===== config.mk =====
export PLATFORM = sky130hd
export DESIGN_NAME = pc_unit
export DESIGN_NICKNAME = d
export VERILOG_FILES = /design/src/rtl/pc_unit.sv
export SDC_FILE = /design/constraint.sdc
export NUM_CORES = 1
export LEC_CHECK = 0
export ABC_AREA = 1
export CAP_MARGIN = 30
export CORE_MARGIN = 2
export CORE_UTILIZATION = 54
export CTS_BUF_LIST = sky130_fd_sc_hd__clkbuf_8 sky130_fd_sc_hd__clkbuf_16
export DETAILED_ROUTE_END_ITERATION = 12
export PLACE_DENSITY = 0.86
export SLEW_MARGIN = 20
export SYNTH_ARGS = -nofsm -noshare
export SYNTH_HDL_FRONTEND = slang
export SYNTH_SLANG_ARGS = --single-unit

===== constraint.sdc =====
create_clock -name clk -period 4.1 [get_ports clk]
set_input_delay 0.82 -clock clk [delete_from_list [all_inputs] [get_ports clk]]
set_output_delay 0.82 -clock clk [all_outputs]
set_load 0.02 [all_outputs]

===== src/rtl/pc_unit.sv =====
// pc_unit: fetch-stage program counter with valid/ready handshake,
// prioritised trap/redirect, circular return-address stack and
// misaligned-target halt.
module pc_unit #(
   parameter int unsigned XLEN         = 32,
   parameter logic [31:0] RESET_VECTOR = 32'h0000_0000,
   parameter int unsigned RAS_DEPTH    = 4
) (
   input  logic            clk,
   input  logic            n_reset,
   input  logic            if_ready,
   input  logic            stall,
   input  logic            trap_en,
   input  logic [XLEN-1:0] trap_vector,
   input  logic            redirect_en,
   input  logic [XLEN-1:0] redirect_target,
   input  logic            ras_push,
   input  logic [XLEN-1:0] ras_push_addr,
   input  logic            ras_pop,
   output logic [XLEN-1:0] Iaddress,
   output logic            pc_valid,
   output logic            misaligned_fault,
   output logic [XLEN-1:0] fault_addr,
   output logic            ras_empty
);

   localparam int unsigned PW = (RAS_DEPTH > 1) ? $clog2(RAS_DEPTH) : 1;
   localparam int unsigned CW = PW + 1;

   typedef enum logic [1:0] {
      BOOT = 2'd0,
      RUN  = 2'd1,
      HALT = 2'd2
   } state_t;

   state_t          state_q, state_d;
   logic [XLEN-1:0] pc_q, pc_d;
   logic            fault_q, fault_d;
   logic [XLEN-1:0] fault_addr_q, fault_addr_d;
   logic [PW-1:0]   top_q, top_d;
   logic [CW-1:0]   count_q, count_d;
   logic [XLEN-1:0] ras_q [RAS_DEPTH];

   logic            ras_we;
   logic [PW-1:0]   ras_waddr;
   logic            fire;
   logic            empty;

   assign empty     = (count_q == '0);
   assign ras_empty = empty;
   assign pc_valid  = (state_q == RUN);
   assign fire      = pc_valid && if_ready && !stall;
   assign Iaddress  = pc_q;
   assign misaligned_fault = fault_q;
   assign fault_addr       = fault_addr_q;

   // Next-state, next-PC and RAS update selection
   always_comb begin
      state_d      = state_q;
      pc_d         = pc_q;
      fault_d      = fault_q;
      fault_addr_d = fault_addr_q;
      top_d        = top_q;
      count_d      = count_q;
      ras_we       = 1'b0;
      ras_waddr    = top_q;

      unique case (state_q)
         BOOT: state_d = RUN;
         RUN: begin
            if (trap_en) begin
               count_d = '0;
               if (trap_vector[1:0] != 2'b00) begin
                  state_d      = HALT;
                  fault_d      = 1'b1;
                  fault_addr_d = trap_vector;
               end else begin
                  pc_d = trap_vector;
               end
            end else if (redirect_en) begin
               if (redirect_target[1:0] != 2'b00) begin
                  state_d      = HALT;
                  fault_d      = 1'b1;
                  fault_addr_d = redirect_target;
               end else begin
                  pc_d = redirect_target;
               end
            end else if (fire) begin
               pc_d = pc_q + XLEN'(4);
               if (ras_push && ras_pop && !empty) begin
                  // Return predicted from the old top, then the call replaces it.
                  pc_d   = ras_q[top_q];
                  ras_we = 1'b1;
               end else if (ras_pop && !ras_push) begin
                  if (!empty) begin
                     pc_d    = ras_q[top_q];
                     top_d   = top_q - PW'(1);
                     count_d = count_q - CW'(1);
                  end
               end else if (ras_push) begin
                  // Push onto an empty stack when paired with a pop behaves as a plain push.
                  top_d     = top_q + PW'(1);
                  ras_we    = 1'b1;
                  ras_waddr = top_q + PW'(1);
                  if (count_q != CW'(RAS_DEPTH)) begin
                     count_d = count_q + CW'(1);
                  end
               end
            end
         end
         HALT: begin
            if (trap_en) begin
               count_d = '0;
               if (trap_vector[1:0] != 2'b00) begin
                  fault_addr_d = trap_vector;
               end else begin
                  pc_d    = trap_vector;
                  fault_d = 1'b0;
                  state_d = RUN;
               end
            end
         end
         default: state_d = BOOT;
      endcase
   end

   // Control and PC registers with synchronous active-low reset
   always_ff @(posedge clk) begin
      if (!n_reset) begin
         state_q      <= BOOT;
         pc_q         <= XLEN'(RESET_VECTOR);
         fault_q      <= 1'b0;
         fault_addr_q <= '0;
         top_q        <= '0;
         count_q      <= '0;
      end else begin
         state_q      <= state_d;
         pc_q         <= pc_d;
         fault_q      <= fault_d;
         fault_addr_q <= fault_addr_d;
         top_q        <= top_d;
         count_q      <= count_d;
      end
   end

   // Return-address storage; contents are qualified by count, so no reset
   always_ff @(posedge clk) begin
      if (n_reset && ras_we) begin
         ras_q[ras_waddr] <= ras_push_addr;
      end
   end

endmodule


==> flow_results.org <==
** Clock network
- In this run the clock root is driven by a clkbuf_16.
- Worst skew pair latency :: between 0.5 and 0.6 ns
- Clock buffer depth :: 3
- H-tree depth :: 1
- CTS tree :: built
- CTS Buf Count :: 22
- Setup Buffers After CTS :: 0
- Clock sinks :: roughly 200
- Count of instances resized after the clock tree is built :: 0
- Clock-pin slew was measured on the worst setup and hold paths at ~0.060 ns.
- Hold-fix buffers, CTS :: 0

** Yosys
- Largest area contributor in the netlist :: edfxtp_1
- After synthesis the cells add up to around 0.010 mm².
- Synthesized netlist net count :: between 1,000 and 1,500
- The synthesized netlist devotes between 10% and 20% of its cell area to compound gates.
- Sequential element share of the synthesized area :: around 50%
- Mux cell area share after synthesis :: 0%
- The Yosys step of the flow raised 0 warnings.
- Simple-gate share of the synthesized area :: between 20% and 30%
- Counting flops and latches in the post-synthesis netlist gives slightly above 200.
- Dominant combinational cell family by area after synthesis :: simple AND/OR/NAND/NOR gates
- The netlist uses 47 different library cells.
- Post-synthesis cell count :: between 1,000 and 1,500
- Of the total synthesized cell area, the portion taken by full adders, half adders and majority gates is less than 1%.
- Sorting the synthesized cells by area gives the leading types as edfxtp_1 (37%), dfxtp_1 (14%), nand2_1 (12%).
- Top-area cell type share of the netlist area :: around 37%
- Xor/xnor share of the synthesized area :: less than 1%
- Mapped Avg Cell Area :: a little over 8 µm²

** Critical path
- Counting both buffers and inverters, the worst setup path holds a total of 4.
- The worst setup path is captured at a register.
- Data arrives at the worst endpoint at around 3.3 ns.
- Most repeated library cell on the critical path :: inv_2
- Slowest Stage Delay on Critical Path :: ~0.52 ns
- Critical path fanouts, max :: between 50 and 60
- The critical path goes through inv_1, ha_1, inv_2, nand2_2, inv_2, o21ai_4, buf_4, o21ai_1, a21oi_2.
- Worst reg2reg path depth :: 9
- Timing startpoint of the critical path :: state_q[0]
- Type of element launching the critical path :: register
- Family with the most delay on the worst path :: buffers and inverters
- Termination of the worst setup path :: fault_addr[27]
- In this run the critical register-to-register path is launched from state_q[0].
- The largest individual stage delay along the critical path comes from the cell inv_2.
- STA puts the critical path data required time at ~4.5 ns.
- The critical path in this run is classified as reg2reg.
- R2R Path End :: fault_addr[27]
- The critical path crosses 9 cells after its start point.
- Setup slack on the worst reg-to-reg path comes out at ~1.2 ns.

** Power and ir drop
- Per report_power, the combinational group accounts for a little under two fifths of the total.
- Net switching share of the total power :: about two fifths
- Dividing total power by cell area gives a power density of 581 mW/mm².
- Clock network power share :: 25.2%
- The worst-case IR drop observed on VDD is 321 µV.
- The analysis attributes to cell leakage a power of 4.92 nW.
- Power share of the sequential group :: 36.6%
- The internal portion of the total power is approximately 4.7 mW.
- Switching component of the power :: between 2 and 3 mW

** STA
- Setup violations remaining at the end of the flow were counted as 0.
- The final hold violation count came to 0.
- Worst clock skew on the final layout :: around 0.0084 ns
- Setup repair after global routing missed its margin :: false
- Time the worst path needs with I/O delays and setup :: between 2 and 3 ns
- The worst pin sits at a relative slew slack of a little under three fifths.
- Sum of negative setup slack :: 0 ns
- Fin. max-slew vios :: 0
- In the finished design, the share of the clock period the worst path needs comes to 70.0%.
- Derived from the worst setup path, the maximum achievable clock frequency is ~0.35 GHz.
- Hold is met by around 0.44 ns.
- At the pin with the least slew margin, the transition time is 0.666 ns.

** Floorplan
- The die is 143 µm wide.
- Die Span Y :: 143 µm
- For this configuration, the core starts out at a cell density of roughly 55%.
- The floorplan step defined a die boundary enclosing a little over 0.02 mm².
- Row generation in the floorplan step produced 50 rows.
- Core region area :: roughly 0.019 mm²
- Pin placement for this block handled between 150 and 200 I/O pins.

** Detailed routing
- Number of vias after detailed routing :: between 9,000 and 10,000
- Dividing the detail-routed wire length by the instance count gives ~18 µm.
- Using the TritonRoute via totals, the vias-per-cell ratio works out to 5.66.
- Length of the first detailed-routing pass in iterations :: 8
- In the routed design, unresolved DRC markers number 0.
- Routed wire length :: approximately 30 mm
- The count of nets left with antenna violations once routing finished came out at 0.
- For this block, the initial DRC count from the detailed router was roughly 1,100.

** Final layout
- From synthesis to final layout, the design area changed by 24.4%.
- Leaving out fill and tap cells, the most frequent cells in the layout are nand2_1 (335), clkdlybuf4s50_1 (170), nor2_1 (148).
- 0 antenna diodes ended up in the layout.
- The net count of the finished layout is 1,548.
- Most common cell after layout, fill and taps aside :: nand2_1
- Cells with a size suffix above 1 make up under 10% of the layout.

** Placement
- At the end of routability-driven placement, the weighted congestion stood at 0.937.
- Summed over all nets, the half-perimeter wirelength after detailed placement is ~20 mm.
- Port buffering added 170 buffers.

** GRT
- The initial antenna violation count is 0.
- The total overflow left after global routing is 0.
- Entering global routing, the biggest net connects 65 pins.
- Global-route wire length before repair :: approximately 46 mm
- Global routing usage summed across all routing layers :: 28.6%
- The number of global-route vias before repair is ~8,900.

** Run status
- The run finished with clean final reports.

** Run
- Max-cap violations in this run came to 0.

** Hold path
- Worst hold path type :: reg2reg
[cell families after synthesis]
| family | count (synthesis) |
|---|---|
| AND/OR/NAND/NOR | 598 |
| adder cells (fa/ha/maj) | 6 |
| XOR/XNOR | 10 |
| buffers and inverters | 190 |
| AO/OA/AOI/OAI | 290 |
| flip-flops | 202 |
[per-stage QoR]
step	instances	area (µm²)	power (mW)	util, %	setup WS [ns]
after CTS	1711	12900	7.52	68.8	1.29
after global placement	1673	12300	5.55	65.1	1.03
after detailed placement	1673	12300	5.61	65.1	0.966
final	1712	13000	7.53	68.9	1.23
after floorplan	1296	10400	4.61	-	0.660
after global routing	1712	13000	7.92	68.9	0.987
[routing by layer]
| layer | vias to the layer above | routed length [µm] | track usage (%) |
|---|---|---|---|
| li1 | 4622 | - | - |
| met1 | 4478 | 12400 | 39.0 |
| met2 | 540 | 13900 | 47.0 |
| met3 | 51 | 2970 | 4.63 |
| met4 | 0 | 716 | 8.96 |
| met5 | - | 0 | 0 |
[final cells by class]
cell class              count  area, µm²
clock inverters            14        115
inverters                 123        462
flip-flops and latches    202       5330
repair buffers            185       1830
clock buffers              24        578
fillers                  1462       5860
well taps                 260        325
multi-input cells         904       4340
[worst min-delay path by stage]
stage	startpoint	to	slack, ns	cells after the start
2_1_floorplan	count_q[1]	count_q[1]	0.48	2
4_1_cts	fault_addr[12]	fault_addr[12]	0.45	2
3_3_place_gp	fault_addr[20]	fault_addr[20]	0.43	2
3_5_place_dp	fault_addr[12]	fault_addr[12]	0.44	2
6_report	fault_addr[12]	fault_addr[12]	0.44	2
5_1_grt	fault_addr[19]	fault_addr[19]	0.46	2
[state kept, by name, summed over array words and instances (netlist names), named ones only]
name,cells
top_q,2
ras_q,128
state_q,2
count_q,3
fault_addr,32
Iaddress,32
misaligned_fault,1
[power groups by stage]
stage          clock network (mW)  logic, mW  registers (mW)
2_1_floorplan                   0       1.59            3.02
3_3_place_gp                    0       2.77            2.78
3_5_place_dp                    0       2.82            2.79
4_1_cts                      1.92       2.84            2.75
5_1_grt                      2.00       3.14            2.79
6_report                     1.90       2.87            2.76
[worst reg2reg max path: cells and delay by family (launching register included)]
kind                     cells  cell delay [ns]
buffers and inverters        4             1.45
flip-flops                   1             0.36
AND/OR/NAND/NOR              1             0.11
adder cells (fa/ha/maj)      1             0.32
AO/OA/AOI/OAI                3             0.49
[cells in the mapped netlist (all sizes together)]
master / count
a211oi: 22
a21oi: 84
a221oi: 2
a22oi: 1
a31oi: 2
and3: 6
buf: 40
clkbuf: 27
clkinv: 1
dfxtp: 74
edfxtp: 128
fa: 1
ha: 5
inv: 122
nand2: 337
nand3: 64
nand3b: 1
nand4: 7
nor2: 162
nor3: 16
nor4: 2
o211a: 1
o211ai: 20
o21ai: 147
o21ba: 1
o21bai: 2
o22ai: 8
or2: 3
xnor2: 7
xor2: 3
No activity file was read; power rests on OpenSTA's default activity.
